## src/rtl/lut_neuron_stream.sv

```systemverilog
// rtl/lut_neuron_stream.sv - run-time loadable LUT neuron with valid/ready streaming lookup
// The table is filled sequentially in LOAD, served in RUN, and emptied in DRAIN before a reload.
module lut_neuron_stream #(
  parameter int IN_BITS     = 6,
  parameter int OUT_BITS    = 2,
  parameter int PIPE_STAGES = 1
) (
  input  logic                clk,
  input  logic                rst_n,
  input  logic                cfg_we,
  input  logic [OUT_BITS-1:0] cfg_data,
  input  logic                cfg_start,
  output logic                cfg_ready,
  input  logic                in_valid,
  output logic                in_ready,
  input  logic [IN_BITS-1:0]  in_data,
  output logic                out_valid,
  input  logic                out_ready,
  output logic [OUT_BITS-1:0] out_data,
  output logic [1:0]          mode
);

  localparam int DEPTH = 1 << IN_BITS;

  typedef enum logic [1:0] {
    ST_LOAD  = 2'b00,
    ST_RUN   = 2'b01,
    ST_DRAIN = 2'b10
  } state_t;

  state_t               state, state_nx;
  logic [IN_BITS-1:0]   ptr;
  logic [OUT_BITS-1:0]  tbl [DEPTH];
  logic                 pipe_busy;
  logic                 out_free;
  logic                 accept;

  assign mode      = state;
  assign cfg_ready = (state == ST_LOAD);
  assign out_free  = !out_valid || out_ready;
  assign accept    = in_valid && in_ready;

  always_ff @(posedge clk or negedge rst_n) begin
    if (!rst_n) begin
      state <= ST_LOAD;
      ptr   <= '0;
    end else begin
      state <= state_nx;
      if (state == ST_LOAD) begin
        if (cfg_we) ptr <= ptr + IN_BITS'(1);
      end else begin
        ptr <= '0;
      end
    end
  end

  always_comb begin
    state_nx = state;
    case (state)
      ST_LOAD:  if (cfg_we && (&ptr)) state_nx = ST_RUN;
      ST_RUN:   if (cfg_start) state_nx = ST_DRAIN;
      ST_DRAIN: if (!pipe_busy) state_nx = ST_LOAD;
      default:  state_nx = ST_LOAD;
    endcase
  end

  // Table storage is deliberately not reset; contents survive rst_n.
  always_ff @(posedge clk) begin
    if (state == ST_LOAD && cfg_we) tbl[ptr] <= cfg_data;
  end

  generate
    if (PIPE_STAGES == 2) begin : g_pipe2
      logic               a_valid;
      logic [IN_BITS-1:0] a_addr;
      logic               a_free;

      assign a_free    = !a_valid || out_free;
      assign in_ready  = (state == ST_RUN) && a_free;
      assign pipe_busy = a_valid || out_valid;

      always_ff @(posedge clk or negedge rst_n) begin
        if (!rst_n) begin
          a_valid   <= 1'b0;
          a_addr    <= '0;
          out_valid <= 1'b0;
          out_data  <= '0;
        end else begin
          if (a_free) begin
            a_valid <= accept;
            if (accept) a_addr <= in_data;
          end
          if (out_free) begin
            out_valid <= a_valid;
            if (a_valid) out_data <= tbl[a_addr];
          end
        end
      end
    end else begin : g_pipe1
      assign in_ready  = (state == ST_RUN) && out_free;
      assign pipe_busy = out_valid;

      always_ff @(posedge clk or negedge rst_n) begin
        if (!rst_n) begin
          out_valid <= 1'b0;
          out_data  <= '0;
        end else if (out_free) begin
          out_valid <= accept;
          if (accept) out_data <= tbl[in_data];
        end
      end
    end
  endgenerate

endmodule

```

## config.mk

```make
export PLATFORM = sky130hd
export DESIGN_NAME = lut_neuron_stream
export DESIGN_NICKNAME = d
export VERILOG_FILES = /design/src/rtl/lut_neuron_stream.sv
export SDC_FILE = /design/constraint.sdc
export NUM_CORES = 1
export LEC_CHECK = 0
export CAP_MARGIN = 20
export CORE_AREA = 10 10 125 127
export CTS_BUF_LIST = sky130_fd_sc_hd__clkbuf_4
export DETAILED_ROUTE_END_ITERATION = 10
export DIE_AREA = 0 0 135 137
export PLACE_DENSITY_LB_ADDON = 0.05
export SLEW_MARGIN = 15
export SYNTH_ARGS = -nofsm -noshare
export SYNTH_HDL_FRONTEND = slang
export SYNTH_SLANG_ARGS = --single-unit
```

## constraint.sdc

```tcl
create_clock -name clk -period 2.6 [get_ports clk]
set_input_delay 0.52 -clock clk [delete_from_list [all_inputs] [get_ports clk]]
set_output_delay 0.52 -clock clk [all_outputs]
set_load 0.02 [all_outputs]
```

After elaboration in Yosys (flattened, before gate mapping)
Memories as Yosys holds them, arrays and structs flattened. A register that Yosys moved wholly into a read port is not among the register bits.
Cells that the tools add are included.
Storage, ports and cells
  memories kept: 1
  logic and storage cells: 30
  register bits: 9
  bits in writable memories: 128
  output and inout port bits: 7
  bits of input ports: 14
Operators by class
  add/sub/neg operators: 1
  reduce and logical (&&, ||, !) cells: 11
  equal/unequal tests: 6
  mux-type cells: 8
Memory list
  tbl: depth 64, bits a word 2, rd ports 1, clocked after memory_dff 1, write ports 1, RTL line 33  | logic [OUT_BITS-1:0] tbl [DEPTH];
Operators with widths (count)
  6-bit 2-to-1 mux: 2
  6-bit by 1-bit adder with 6-bit output (second input constant): 1
  2-bit 2-to-1 mux: 3
  2-bit != test (second input constant): 3
  2-bit one-hot mux with 3 select lines: 1
  6-bit AND reduction: 1
  1-bit logical AND: 4
  3-bit AND reduction: 1
  2-bit by 1-bit == test with 1-bit output (second input constant): 1
  2-bit == test (second input constant): 1
  1-bit logical NOT: 2
  2-bit logical NOT: 1
  1-bit 2-to-1 mux: 2
  2-bit by 1-bit != test with 1-bit output (second input constant): 1
  2-bit AND reduction: 1
  1-bit logical OR: 1

Longest topological paths before layout
Gate-level depths: netlist (run 1).
  depth after elaboration: 5
  gate-level depth with buffers: 8
  mapped depth without buffers: 6

Worst setup path after synthesis (run 1)
Ideal clock, no wire load.
  path kind: input to register
  from: input port in_data[2]
  to: register out_data[1], read port of tbl
  cell stages on the path: 6
  path buffers: 1
  path slack: 0.373 ns
  arrival time: 2.094 ns
  cell sequence: buf_2 > mux4_2 > mux4_2 > mux2_2 > o22ai_1 > nor2_1
RTL lines
  from (decl): RTL line 16  | input logic [IN_BITS-1:0] in_data,
  to (decl): RTL line 19  | output logic [OUT_BITS-1:0] out_data,

Worst setup path in the final report (run 1)
  from: register state[1] (netlist: mode[1])
  to: output port cfg_ready
Between the ends
  longest elaborated chain between the ends: 1
RTL lines
  from (decl): RTL line 31  | state_t state, state_nx;
  from (signal assigned): RTL line 48  | state <= state_nx;
  2-bit logical NOT: RTL line 39  | assign cfg_ready = (state == ST_LOAD);
  to (decl): RTL line 13  | output logic cfg_ready,
No other way between the ends.

==> results of run 1 <==
[through the flow]
stage                     hold slack (ns)  power, mW
after detailed placement            0.538       3.45
after CTS                           0.298       5.06
after floorplan                     0.224       3.16
after global routing                0.316       5.24
final                               0.329       4.99
after global placement              0.535       3.44
[synthesized netlist by cell type]
cell type and count:
buf_4 1, xor2_1 3, nor3b_1 1, nor4_1 2, a22oi_1 2, nor2_1 78, edfxtp_1 128, nand2b_1 3
nor4bb_1 1, or3_1 2, nand3_1 7, nand3b_1 3, o22ai_1 4, dfrtp_1 11, or2_2 4, inv_1 2
or3b_2 1, o21ai_0 4, mux4_2 28, nor2b_1 14, a2111oi_0 4, buf_2 6, nor3_1 3, clkbuf_1 11
a211oi_1 6, mux2_2 10, nand2_1 13, nand4_1 5, mux2i_1 1, buf_1 3, xnor2_1 1, a21oi_1 2
o31ai_1 2, ha_1 1
[power by group]
group | internal [mW] | switching [mW]
registers | 2.56 | 0.118
logic | 0.254 | 0.450
clock network | 0.887 | 0.720
total | 3.70 | 1.29
[repair_timing]
item	in CTS	in global routing
hold endpoints to repair	0	0
setup endpoints to repair	1	1
gates resized for setup	1	1
[final cells by class]
type,count,share of cell area
Clock inverter,11,0.0264
Tap cell,176,0.0332
Timing Repair Buffer,37,0.0531
Inverter,2,0.00113
Clock buffer,21,0.0238
Sequential cell,139,0.622
Multi-Input combinational cell,205,0.241
[flip-flops by register name, summed over array words and instances, names as in the netlist]
signal     flops
out_valid      1
tbl          128
ptr            6
mode           2
out_data       2
[kinds of logic (layout without fill, tap and decap cells)]
group / count (synthesis) / after routing / share of synthesized area
buf+inv: 23 / 71 / 0.0168
xor+xnor: 4 / 4 / 0.00603
compound gates: 24 / 24 / 0.0284
simple gates: 137 / 137 / 0.108
flops: 139 / 139 / 0.709
mux: 39 / 39 / 0.130
fa+ha+maj: 1 / 1 / 0.00215
[worst register-to-register path: stages (launching register included)]
cell and delay (ns):
dfrtp_1 0.46, or2_2 0.38, inv_1 0.17, nand2_1 0.07, nor2_1 0.19, nand3_1 0.36, nor2_1 0.30
[layer usage]
layer  global-route usage  share of wire
met5                    0              0
met4               0.0574          0.016
met3               0.0411          0.039
met2                0.218           0.49
met1                0.176           0.46
[worst max-delay path by stage]
stage | end | cells after the start
final | cfg_ready | 3
after CTS | in_ready | 3
after global placement | out_data[1]$_DFFE_PN0P_ | 7
after floorplan | out_data[1]$_DFFE_PN0P_ | 6
after global routing | cfg_ready | 3
after detailed placement | out_data[1]$_DFFE_PN0P_ | 7
==> reports/qor.yml, run 1 <==
outcome: "finished clean"
path_class: "reg -> out"
r2r-end: "tbl[46][0]$_DFFE_PP_"
synth_seq_cells: 139
die_w_um: 135
cts_hold_buffers: 0
post-route-period-util: 0.935
path_max_fanout: 8
fp.dieH_um: 137
avgViaCountPerCell: 5.33
gp_congestion: 0.757
synth_area_um2: 5810
critPathTopFamily: "buffers and inverters"
reg2regPathDepth: 6
leakage_nw: 2.13
required_ns: 2.08
fin_tns_setup_ns: 0
dp_hpwl_mm: 7.77
synth_fp_nets: 382
reg2reg_slack_ns: 0.37
syn_to_final_growth_pct: 14.0
cts_tree: "yes"
place_ws_ns: -0.235
cpPeakStageDelay_ns: 0.46
grt_pass1_wl_mm: 19.0
globalRouteTotalUtil: 0.138
ys_types: 34
core_area_um2: 13100
max_freq_mhz: 411
first_pass_iters: 4
drc: 0
clk_pin_slew_ns: 0.11
synth_top_area_share: 0.661
clk_path_buf_depth: 2
io_pins: 21
cts_buffers: 17
cap_violations: 0
clockRootBuffer: "clkbuf_4"
ff_latch_area_um2: 4120
crit_path_end_kind: "output port"
wirelength_mm: 11.8
start_util: 0.444
setup-violations-final: 0
yosysWarnings: 0
peakVddDrop_v: 0.000396
first_global_vias: 3337
io_buffers: 20
routedWlPerCell_um: 19.9
ant_nets: 0
critPathBufInv: 2
cts.sinks: 139
utilization: 0.506
design_area_um2: 6630
p_per_area_nw_per_um2: 753
cts_max_level: 4
final_nets: 417
fp-row-count: 42
final_cell_mix: "edfxtp_1 (128), nor2_1 (78), mux4_2 (28), clkbuf_4 (21), clkdlybuf4s50_1 (15)"
synth_cells: 367
yosys.area.top_type: "edfxtp_1"
timing.rr.start: "mode[1]$_DFFE_PN0P_"
slew_violations: 0
multi_input_area_um2: 1590
avgSynthCellArea_um2: 15.8
place_area_um2: 6290
min_period_ns: 2.43
setup_slack_ns: 0.168
final_cells: 591
layout_commonest_cell: "edfxtp_1"
drive_gt1_frac: 0.219
dieArea_um2: 18500
synth_area_leaders: "edfxtp_1 (66%), mux4_2 (11%), nor2_1 (5.0%)"
drt_iter0_drc: 234
diodes: 0
cp.arrival_ns: 1.91
rsz0062_at_grt: "no"
startpoint_type: "register"
ys_seq_area_frac: 0.709
vias: 3151
dp.cells: 559
crit_slowest_cell: "dfrtp_1"
grt-ovfl-total: 0
worst_pin_slew_ns: 0.643
hold_viol_final: 0
finClkSkew_ns: 0.00797
hold_path.class: "in -> async"
grt_start_max_net_pins: 65
insertion_delay_ns: 0.54
fillers: 1154
antenna_found_initial: 0
maxSlewHeadroom: 0.572
cp_cell_sequence: "or2_2 > inv_1 > dlygate4sd2_1"
post_cts_buffers: 0
worstSetupStartpoint: "mode[1]$_DFFE_PN0P_"
Power figures use the tool's default switching activity.
==> inputs of run 2 (changes only) <==
Settings changed: HOLD_SLACK_MARGIN set to 0.08.
==> results of run 2 <==
The final DEF is identical to that of run 1; final timing and power are the same.
==> inputs of run 3 (changes only) <==
Settings changed: CORE_AREA 10 10 125 127 to 10 10 108 110, DIE_AREA 0 0 135 137 to 0 0 118 120, MAX_ROUTING_LAYER set to met4.
==> run 3 against run 2 <==
  * Final area is 2.1% lower
  * Via count increased by 1.3%
  * Clock-buffer cell count stayed put
  * Critical path type unchanged
  * Combinational power barely moved
  * Critical endpoint unchanged
  * Flip-flop and latch count unchanged
  * Largest cell class unchanged
==> reports/qor.yml, run 3 (synthesized netlist as in run 1, its figures left out) <==
rsz0062_at_grt: "no"  # unchanged
post_cts_buffers: 0  # unchanged
place_area_um2: 6220  # was 6290 um2
wirelength_mm: 11.3  # was 11.8 mm
dieArea_um2: 14200  # was 18500 um2
finClkSkew_ns: 0.0161  # was 0.00797 ns
post-route-period-util: 0.939  # was 0.935
cts_tree: "yes"  # unchanged
clk_pin_slew_ns: 0.11  # about the same
required_ns: 2.08  # about the same
core_area_um2: 9550  # was 13100 um2
p_per_area_nw_per_um2: 722  # was 753 nW/um2
die_w_um: 118  # was 135 um
drc: 0  # unchanged
cp_cell_sequence: "or2_2 > inv_1 > dlygate4sd2_1"  # unchanged
leakage_nw: 2.09  # was 2.13 nW
ant_nets: 0  # unchanged
crit_path_end_kind: "output port"  # unchanged
regMostFlops: "tbl"  # unchanged
drt_iter0_drc: 249  # was 234
clk_path_buf_depth: 2  # unchanged
startpoint_type: "register"  # unchanged
worst_pin_slew_ns: 0.629  # was 0.643 ns
outcome: "finished clean"  # unchanged
diodes: 0  # unchanged
utilization: 0.679  # was 0.506
crit_slowest_cell: "dfrtp_1"  # unchanged
insertion_delay_ns: 0.53  # was 0.54 ns
io_buffers: 20  # unchanged
design_area_um2: 6490  # was 6630 um2
first_pass_iters: 5  # was 4
cp.arrival_ns: 1.92  # was 1.91 ns
final_nets: 417  # unchanged
largest_reg_flops: 128  # unchanged
clockRootBuffer: "clkbuf_4"  # unchanged
hold_path.class: "in -> async"  # unchanged
cpPeakStageDelay_ns: 0.47  # was 0.46 ns
syn_to_final_growth_pct: 11.6  # was 14.0%
grt_start_max_net_pins: 65  # unchanged
path_max_fanout: 8  # unchanged
start_util: 0.608  # was 0.444
cap_violations: 0  # unchanged
vias: 3191  # was 3151
max_freq_mhz: 409  # was 411 MHz
whs_ns: 0.344  # was 0.329 ns
grt-ovfl-total: 0  # unchanged
drive_gt1_frac: 0.219  # unchanged
slew_violations: 0  # unchanged
fin_tns_setup_ns: 0  # unchanged
globalRouteTotalUtil: 0.175  # was 0.138
maxSlewHeadroom: 0.580  # was 0.572
dp_hpwl_mm: 7.39  # was 7.77 mm
antenna_found_initial: 0  # unchanged
routedWlPerCell_um: 20.6  # was 19.9 um
avgViaCountPerCell: 5.82  # was 5.33
first_global_vias: 3386  # was 3337
min_period_ns: 2.44  # was 2.43 ns
gp_congestion: 0.735  # was 0.757
path_class: "reg -> out"  # unchanged
largest_registers: "tbl x128, ptr x6"  # unchanged
hold_viol_final: 0  # unchanged
final_cell_mix: "edfxtp_1 (128), nor2_1 (78), mux4_2 (28), clkbuf_4 (21)"  # was edfxtp_1 (128), nor2_1 (78), mux4_2 (28), clkbuf_4 (21), clkdlybuf4s50_1 (15)
cts_buffers: 17  # unchanged
cts_hold_buffers: 0  # unchanged
peakVddDrop_v: 0.000596  # was 0.000396 V
finalPower_mw: 4.68  # was 4.99 mW
grt_pass1_wl_mm: 18.3  # was 19.0 mm
io_pins: 21  # unchanged
cts_max_level: 4  # unchanged
setup-violations-final: 0  # unchanged
fp.dieH_um: 120  # was 137 um
fp-row-count: 36  # was 42
layout_commonest_cell: "edfxtp_1"  # unchanged
cts.sinks: 139  # unchanged
run 3: cell types whose count changed in the layout (fill, tap and decap cells not counted):
cell,previous run,this run
buf_12,3,2
clkinvlp_4,0,1
buf_4,14,15
bufinv_16,5,2
clkinv_2,2,4
run 3: where the power goes:
group | internal (mW) | leakage, nW | switching [mW]
sequential | 2.56 | 1.29 | 0.124
clock | 0.594 | 0.147 | 0.703
combinational | 0.256 | 0.645 | 0.446
total | 3.41 | 2.09 | 1.27
run 3: layout make-up:
class	instances	area [um2]
Sequential cell	139	4120
Inverter	2	7.51
Multi-Input combinational cell	205	1590
Timing Repair Buffer	37	339
Fill cell	743	3060
Clock buffer	21	158
Tap cell	133	166
Clock inverter	11	103
run 3: critical path, delay by kind of cell (launching register included):
kind / cells / cell delay, ns
buffers and inverters: 2 / 0.52
DFF: 1 / 0.47
and+or+nand+nor: 1 / 0.40
run 3: through the flow:
stage               setup slack (ns)  cells
CTS                            0.104    548
finish                         0.158    548
floorplan                      0.373    367
global placement              -0.236    516
detailed placement            -0.231    516
global route                  0.0423    548
run 3: timing repair:
action | 4_1_cts | 5_1_grt
endpoints found under the setup margin | 1 | 1
gates resized for setup | 1 | 1
endpoints found under the hold margin | 0 | 0
run 3: layer usage:
metal,up-vias,global-route usage,routed length (um)
met5,-,-,0
met4,0,0.0595,159
met3,17,0.0483,607
met2,83,0.282,5770
met1,1608,0.209,4740
li1,1483,-,-
run 3: worst paths after layout:
check	start	end	slack, ns	depth (start not counted)
setup reg to reg	mode[0]$_DFFE_PN0P_	tbl[42][1]$_DFFE_PP_	0.37	6
min in group clk	mode[1]$_DFFE_PN0P_	mode[0]$_DFFE_PN0P_	0.56	1
max in group asynchronous	rst_n	out_valid$_DFFE_PN0N_	1.86	1
setup / recovery	mode[0]$_DFFE_PN0P_	cfg_ready	0.16	3
hold reg to reg	mode[1]$_DFFE_PN0P_	mode[0]$_DFFE_PN0P_	0.56	1
hold / removal	rst_n	out_data[0]$_DFFE_PN0P_	0.34	1
